===== src/rtl/tick_rr_scheduler.sv =====
// tick_rr_scheduler
// Shares one programmable period-tick timer between N_CH requesters.
// Requesters join and leave the rotation with a one-cycle start/stop toggle.
// Each tick is granted to the next active requester in round-robin order.
// The grant is held until the granted requester acknowledges it.
// A tick that arrives while a grant is still outstanding is dropped and recorded in 'overrun'.
// Optional ack watchdog: define TICK_RR_SCHED_TIMEOUT_EN to enable it.

module tick_rr_scheduler #(
    parameter int N_CH        = 4,
    parameter int CNT_MAX     = 104260,
    parameter int CW          = 25,
    parameter int ACK_TIMEOUT = 1023
) (
    input  logic                      clk_i,
    input  logic                      rst_i,
    input  logic [N_CH-1:0]           start_stop_i,
    input  logic                      period_load_i,
    input  logic [CW-1:0]             period_val_i,
    input  logic [N_CH-1:0]           ack_i,
    input  logic                      ovr_clr_i,
    output logic [N_CH-1:0]           grant_o,
    output logic [$clog2(N_CH)-1:0]   grant_id_o,
    output logic [N_CH-1:0]           active_o,
    output logic                      overrun_o,
    output logic [N_CH-1:0]           timeout_err_o
);

    localparam int IDW = $clog2(N_CH);

    typedef enum logic {
        IDLE     = 1'b0,
        WAIT_ACK = 1'b1
    } state_t;

    // Reject out-of-range configurations at elaboration time.
    if (N_CH < 2 || N_CH > 8 || ACK_TIMEOUT < 1) begin : g_badConfig
        $error("tick_rr_scheduler: N_CH must be 2..8 and ACK_TIMEOUT must be >= 1");
    end

    state_t           state_q;
    logic [N_CH-1:0]  active_q, active_d;
    logic [CW-1:0]    period_q, period_d;
    logic [CW-1:0]    count_q, count_d;
    logic [N_CH-1:0]  grant_q;
    logic [IDW-1:0]   grantId_q;
    logic [IDW-1:0]   lastId_q;
    logic             overrun_q;

    logic             tick;
    logic [IDW-1:0]   selId;
    logic [IDW-1:0]   candId;
    logic             selFound;
    logic             ackHit;
    logic             grantDrop;
    logic             ackExpired;

    // The timer only advances while somebody participates.
    // The tick marks the last count of each period.
    assign tick      = (active_q != '0) && (count_q == period_q);
    assign ackHit    = ack_i[grantId_q];
    assign grantDrop = start_stop_i[grantId_q];

    // Next-state for the participation mask, the period register and the tick counter.
    always_comb begin
        active_d = active_q ^ start_stop_i;

        period_d = period_q;
        if (period_load_i && (active_q == '0)) begin
            period_d = (period_val_i == '0) ? CW'(1) : period_val_i;
        end

        if (active_q == '0) begin
            count_d = '0;
        end else if (tick) begin
            count_d = '0;
        end else begin
            count_d = count_q + CW'(1);
        end
    end

    // Round-robin pick: the first active channel strictly after the last granted one.
    // The search uses the mask as it stands before any toggle in this cycle.
    always_comb begin
        selId    = lastId_q;
        selFound = 1'b0;
        candId   = '0;
        for (int i = 1; i <= N_CH; i++) begin
            candId = IDW'((int'(lastId_q) + i) % N_CH);
            if (!selFound && active_q[candId]) begin
                selId    = candId;
                selFound = 1'b1;
            end
        end
    end

    // Participation mask, period register and tick counter.
    always_ff @(posedge clk_i) begin
        if (rst_i) begin
            active_q <= '0;
            period_q <= CW'(CNT_MAX);
            count_q  <= '0;
        end else begin
            active_q <= active_d;
            period_q <= period_d;
            count_q  <= count_d;
        end
    end

    // Grant FSM: issue on tick from IDLE, then hold until ack, deactivation or watchdog expiry.
    always_ff @(posedge clk_i) begin
        if (rst_i) begin
            state_q   <= IDLE;
            grant_q   <= '0;
            grantId_q <= '0;
            lastId_q  <= IDW'(N_CH - 1);
        end else begin
            case (state_q)
                IDLE: begin
                    if (tick) begin
                        grant_q   <= {{(N_CH-1){1'b0}}, 1'b1} << selId;
                        grantId_q <= selId;
                        lastId_q  <= selId;
                        state_q   <= WAIT_ACK;
                    end
                end
                WAIT_ACK: begin
                    if (ackHit || grantDrop || ackExpired) begin
                        grant_q <= '0;
                        state_q <= IDLE;
                    end
                end
            endcase
        end
    end

    // Sticky overrun.
    // A tick that lands while a grant is outstanding wins over a clear in the same cycle.
    always_ff @(posedge clk_i) begin
        if (rst_i) begin
            overrun_q <= 1'b0;
        end else if (tick && (state_q == WAIT_ACK)) begin
            overrun_q <= 1'b1;
        end else if (ovr_clr_i) begin
            overrun_q <= 1'b0;
        end
    end

`ifdef TICK_RR_SCHED_TIMEOUT_EN
    localparam int TW = $clog2(ACK_TIMEOUT + 1);

    logic [TW-1:0]   waitCnt_q;
    logic [N_CH-1:0] timeoutErr_q;

    assign ackExpired = (waitCnt_q == TW'(ACK_TIMEOUT));

    // Ack watchdog.
    // The counter sits at zero while idle, so it counts cycles since the grant was asserted.
    always_ff @(posedge clk_i) begin
        if (rst_i || (state_q == IDLE)) begin
            waitCnt_q <= '0;
        end else if (!ackExpired) begin
            waitCnt_q <= waitCnt_q + TW'(1);
        end
    end

    // Sticky per-channel timeout flags.
    // A flag is raised only when the watchdog is what ends the grant.
    always_ff @(posedge clk_i) begin
        if (rst_i) begin
            timeoutErr_q <= '0;
        end else if ((state_q == WAIT_ACK) && !ackHit && !grantDrop && ackExpired) begin
            timeoutErr_q <= timeoutErr_q | grant_q;
        end
    end

    assign timeout_err_o = timeoutErr_q;
`else
    assign ackExpired    = 1'b0;
    assign timeout_err_o = '0;
`endif

    assign grant_o    = grant_q;
    assign grant_id_o = grantId_q;
    assign active_o   = active_q;
    assign overrun_o  = overrun_q;

endmodule


===== config.mk =====
export PLATFORM = sky130hd
export DESIGN_NAME = tick_rr_scheduler
export DESIGN_NICKNAME = d
export VERILOG_FILES = /design/src/rtl/tick_rr_scheduler.sv
export SDC_FILE = /design/constraint.sdc
export NUM_CORES = 1
export LEC_CHECK = 0
export ABC_AREA = 1
export CORE_UTILIZATION = 55
export CTS_BUF_LIST = sky130_fd_sc_hd__clkbuf_16
export CTS_CLUSTER_SIZE = 28
export DETAILED_ROUTE_END_ITERATION = 8
export PLACE_DENSITY_LB_ADDON = 0.2
export REMOVE_ABC_BUFFERS = 1
export SYNTH_ARGS = -nofsm -noshare
export SYNTH_HDL_FRONTEND = slang
export SYNTH_SLANG_ARGS = --single-unit

===== constraint.sdc =====
create_clock -name clk_i -period 1.7 [get_ports clk_i]
set_input_delay 0.34 -clock clk_i [delete_from_list [all_inputs] [get_ports clk_i]]
set_output_delay 0.34 -clock clk_i [all_outputs]
set_load 0.02 [all_outputs]

==> reports/qor.yml <==
outcome: "finished, violations left"
violations: "design-rule violations"
syn-instance-count: 566
synth_top_area_frac: 0.3440
period_share: 0.9484
drive_gt1_frac: 0.1925
gp_congestion: 0.9047
cts_root_buffer: "clkbuf_16"
powerDensity_nw_per_um2: 825.6
routed_via_density: 5.286
ant_nets: 0
max_freq_mhz: 620.2
core_area_sq_um: 6459
slew_headroom: 0.6119
cpMostUsedCell: "nand2_1"
drt_pass1_iterations: 7
antenna_found_initial: 0
detail_route.wl_per_cell_microns: 13.84
clk_path_buf_depth: 2
ys_ff_latch: 64
syn_area_per_cell_sq_um: 6.581
worstReg2RegEnd: "count_q[5]$_SDFF_PP0_"
vias: 3785
ys_seq_area_frac: 0.3440
diodes: 0
grtUsageTotal: 0.2910
ys_top_cells_by_area: "dfxtp_1 34%, nand2_1 17%, inv_1 6.8%, nor2_1 5.5%, a21oi_1 3.8%"
grt_pass1_vias: 3430
cp_slowest_cell: "dfxtp_2"
layout_setup_ws_ns: 0.08768
setup_tns_ns: 0
reg2reg_from: "count_q[9]$_SDFF_PP0_"
ios: 52
first_iter_violations: 301
grt_pass1_wl_microns: 16280
hold_path_class: "flop to flop"
p_leak_nw: 2.035
rows: 29
die_h_microns: 84.30
die_x_microns: 84.30
path_class: "flop to flop"
clk_pin_slew_ns: 0.06
cap_viol_max_count: 0
fin_crit_ns: 1.612
hold_end: "count_q[0]$_SDFF_PP0_"
required_ns: 1.91
clock_latency_ns: 0.32
dp_cells: 698
final_core_util: 0.7332
finalNonFillerCells: 716
rrSetupSlack_ns: 0.09
worstMarginPinSlew_ns: 0.5768
fillers: 512
hold_violations: 0
ff_latch_area_sq_um: 1309
grt_overflow: 0
cp-end-kind: "flop"
routed_wl_microns: 9909
setup_viol: 0
crit_chain: "inv_2 > nand2_1 > nand2_1 > nor2_1 > nand2_1 > nor2_1 > nand2_1 > nor2_4 > nor2_4 > inv_2 > buf_12 > nor2_1"
dp_hpwl_microns: 7182
reg2regPathDepth: 12
dp_slack_ns: -0.07909
clock-sinks: 64
crit_path_max_fanout: 21
crit_path_max_incr_delay_ns: 0.41
synthDistinctLibCells: 37
fin_nets: 672
multiInputGateArea_sq_um: 2110
finClkSkew_ns: 0.004809
cts_made_buffers: 9
slew_violations: 0
crit_arrival_ns: 1.82
hold_start: "count_q[0]$_SDFF_PP0_"
grt_start_max_net_pins: 22
post-synth-top-area-cell: "dfxtp_1"
start_kind: "flop"
drc: 5
cts_tree: "yes"
start_util: 0.5767
syn2layout_area_growth_pct: 27.14
synth_area_sq_um: 3725
die_area_sq_um: 7106
peakVddDrop_mv: 0.6320
yosys_warnings: 0
io_buffers: 47
cts-htree-levels: 3
min_path_cells: 1
Yosys cell counts:
master	n
nor2_4	6
a21oi_1	28
conb_1	1
o211ai_1	7
or2_2	1
buf_2	3
nand3_1	28
nand4_1	10
clkbuf_1	5
nor3_1	10
nor3_4	3
nor3b_2	2
nor2_1	55
o21ai_0	21
nand2_4	1
nand3b_1	2
buf_6	2
xnor2_1	10
nand2_1	169
ha_1	1
o21ai_1	3
clkinv_2	1
a211oi_1	5
nor3_2	1
dfxtp_1	64
a21oi_2	5
a22oi_1	1
nor4_1	5
nand2_2	15
nor3b_1	1
nand3_4	1
buf_4	6
xor2_1	8
inv_2	12
a31oi_1	1
nor2_2	5
inv_1	67
sequential cells by signal, indices dropped and copies added (netlist names):
| register | cells |
|---|---|
| state_q | 1 |
| count_q | 25 |
| active_o | 4 |
| grant_o | 4 |
| period_q | 25 |
| lastId_q | 2 |
| grant_id_o | 2 |
| overrun_o | 1 |
metal layers:
layer  vias up  global-route usage  routed length (microns)
li1       1919                   -                        -
met1      1696              0.3727                     4277
met2       142              0.4911                     4727
met3        28             0.06096                      683
met4         0             0.09404                      220
met5         -                   0                        0
power by group:
group	internal [W]	total, W	switching, W	leakage, nW
combinational	0.000262	0.000628	0.000365	1.39
clock	0.000967	0.00164	0.000671	0.120
sequential	0.00158	0.00164	0.0000686	0.528
what timing repair did:
item,CTS,global route
setup endpoints to repair,5,34
hold buffers,0,0
pin swaps,0,3
buffers inserted,0,2
gates resized for setup,5,42
worst max path at each step:
| stage | from | end | slack [ns] |
|---|---|---|---|
| final | count_q[9]$_SDFF_PP0_ | count_q[5]$_SDFF_PP0_ | 0.09 |
| after global routing | count_q[0]$_SDFF_PP0_ | count_q[18]$_SDFF_PP0_ | -0.02 |
| after CTS | count_q[0]$_SDFF_PP0_ | count_q[18]$_SDFF_PP0_ | 0.009 |
| after detailed placement | period_val_i[12] | period_q[0]$_SDFFE_PP0P_ | -0.08 |
| after global placement | period_val_i[12] | period_q[0]$_SDFFE_PP0P_ | -0.06 |
| after floorplan | active_o[2]$_SDFF_PP0_ | period_q[0]$_SDFFE_PP0P_ | -0.18 |
kinds of logic after synthesis:
family / synth area share
other: 0.001007
AND/OR/NAND/NOR: 0.3917
XOR/XNOR: 0.04232
flip-flops: 0.3440
AO/OA/AOI/OAI: 0.1095
buffers and inverters: 0.1082
adder cells (fa/ha/maj): 0.003359
worst max-delay path, delay by kind of cell (launching register included):
kind,cells,cell delay [ns]
DFF,1,0.41
buffers and inverters,3,0.27
and+or+nand+nor,9,0.80
cell type report:
cell class | instances | share of cell area
multi-input combinational | 409 | 0.4454
sequential | 64 | 0.2764
timing repair buffer | 70 | 0.1376
inverter | 80 | 0.06447
clock buffer | 9 | 0.04756
tap | 77 | 0.02034
clock inverter | 7 | 0.008190
through the flow:
stage	instance area, sq um	hold slack (ns)	power [W]
2_1_floorplan	3635	0.4024	0.002023
3_3_place_gp	4372	0.4540	0.002267
3_5_place_dp	4372	0.4621	0.002277
4_1_cts	4629	0.4818	0.003898
5_1_grt	4736	0.4911	0.004078
6_report	4736	0.4745	0.003910
layout by cell type, fill, tap and decap left out, drive strengths merged:
cell type,Yosys,routed
ha,1,1
dlygate4sd2,0,5
o211ai,7,7
a22oi,1,1
clkbuf,5,9
buf,11,23
nand4,10,10
nand3b,2,2
or2,1,1
nor4,5,5
dlymetal6s2s,0,1
a211oi,5,5
o21ai,24,24
nand2,185,185
nand3,29,29
dfxtp,64,64
clkinv,1,4
xnor2,10,10
a21oi,33,33
nor3,14,14
nor3b,3,3
inv,79,80
clkdlybuf4s50,0,41
clkinvlp,0,3
nor2,66,66
conb,1,4
a31oi,1,1
xor2,8,8
(Power assumes the default switching activity.)
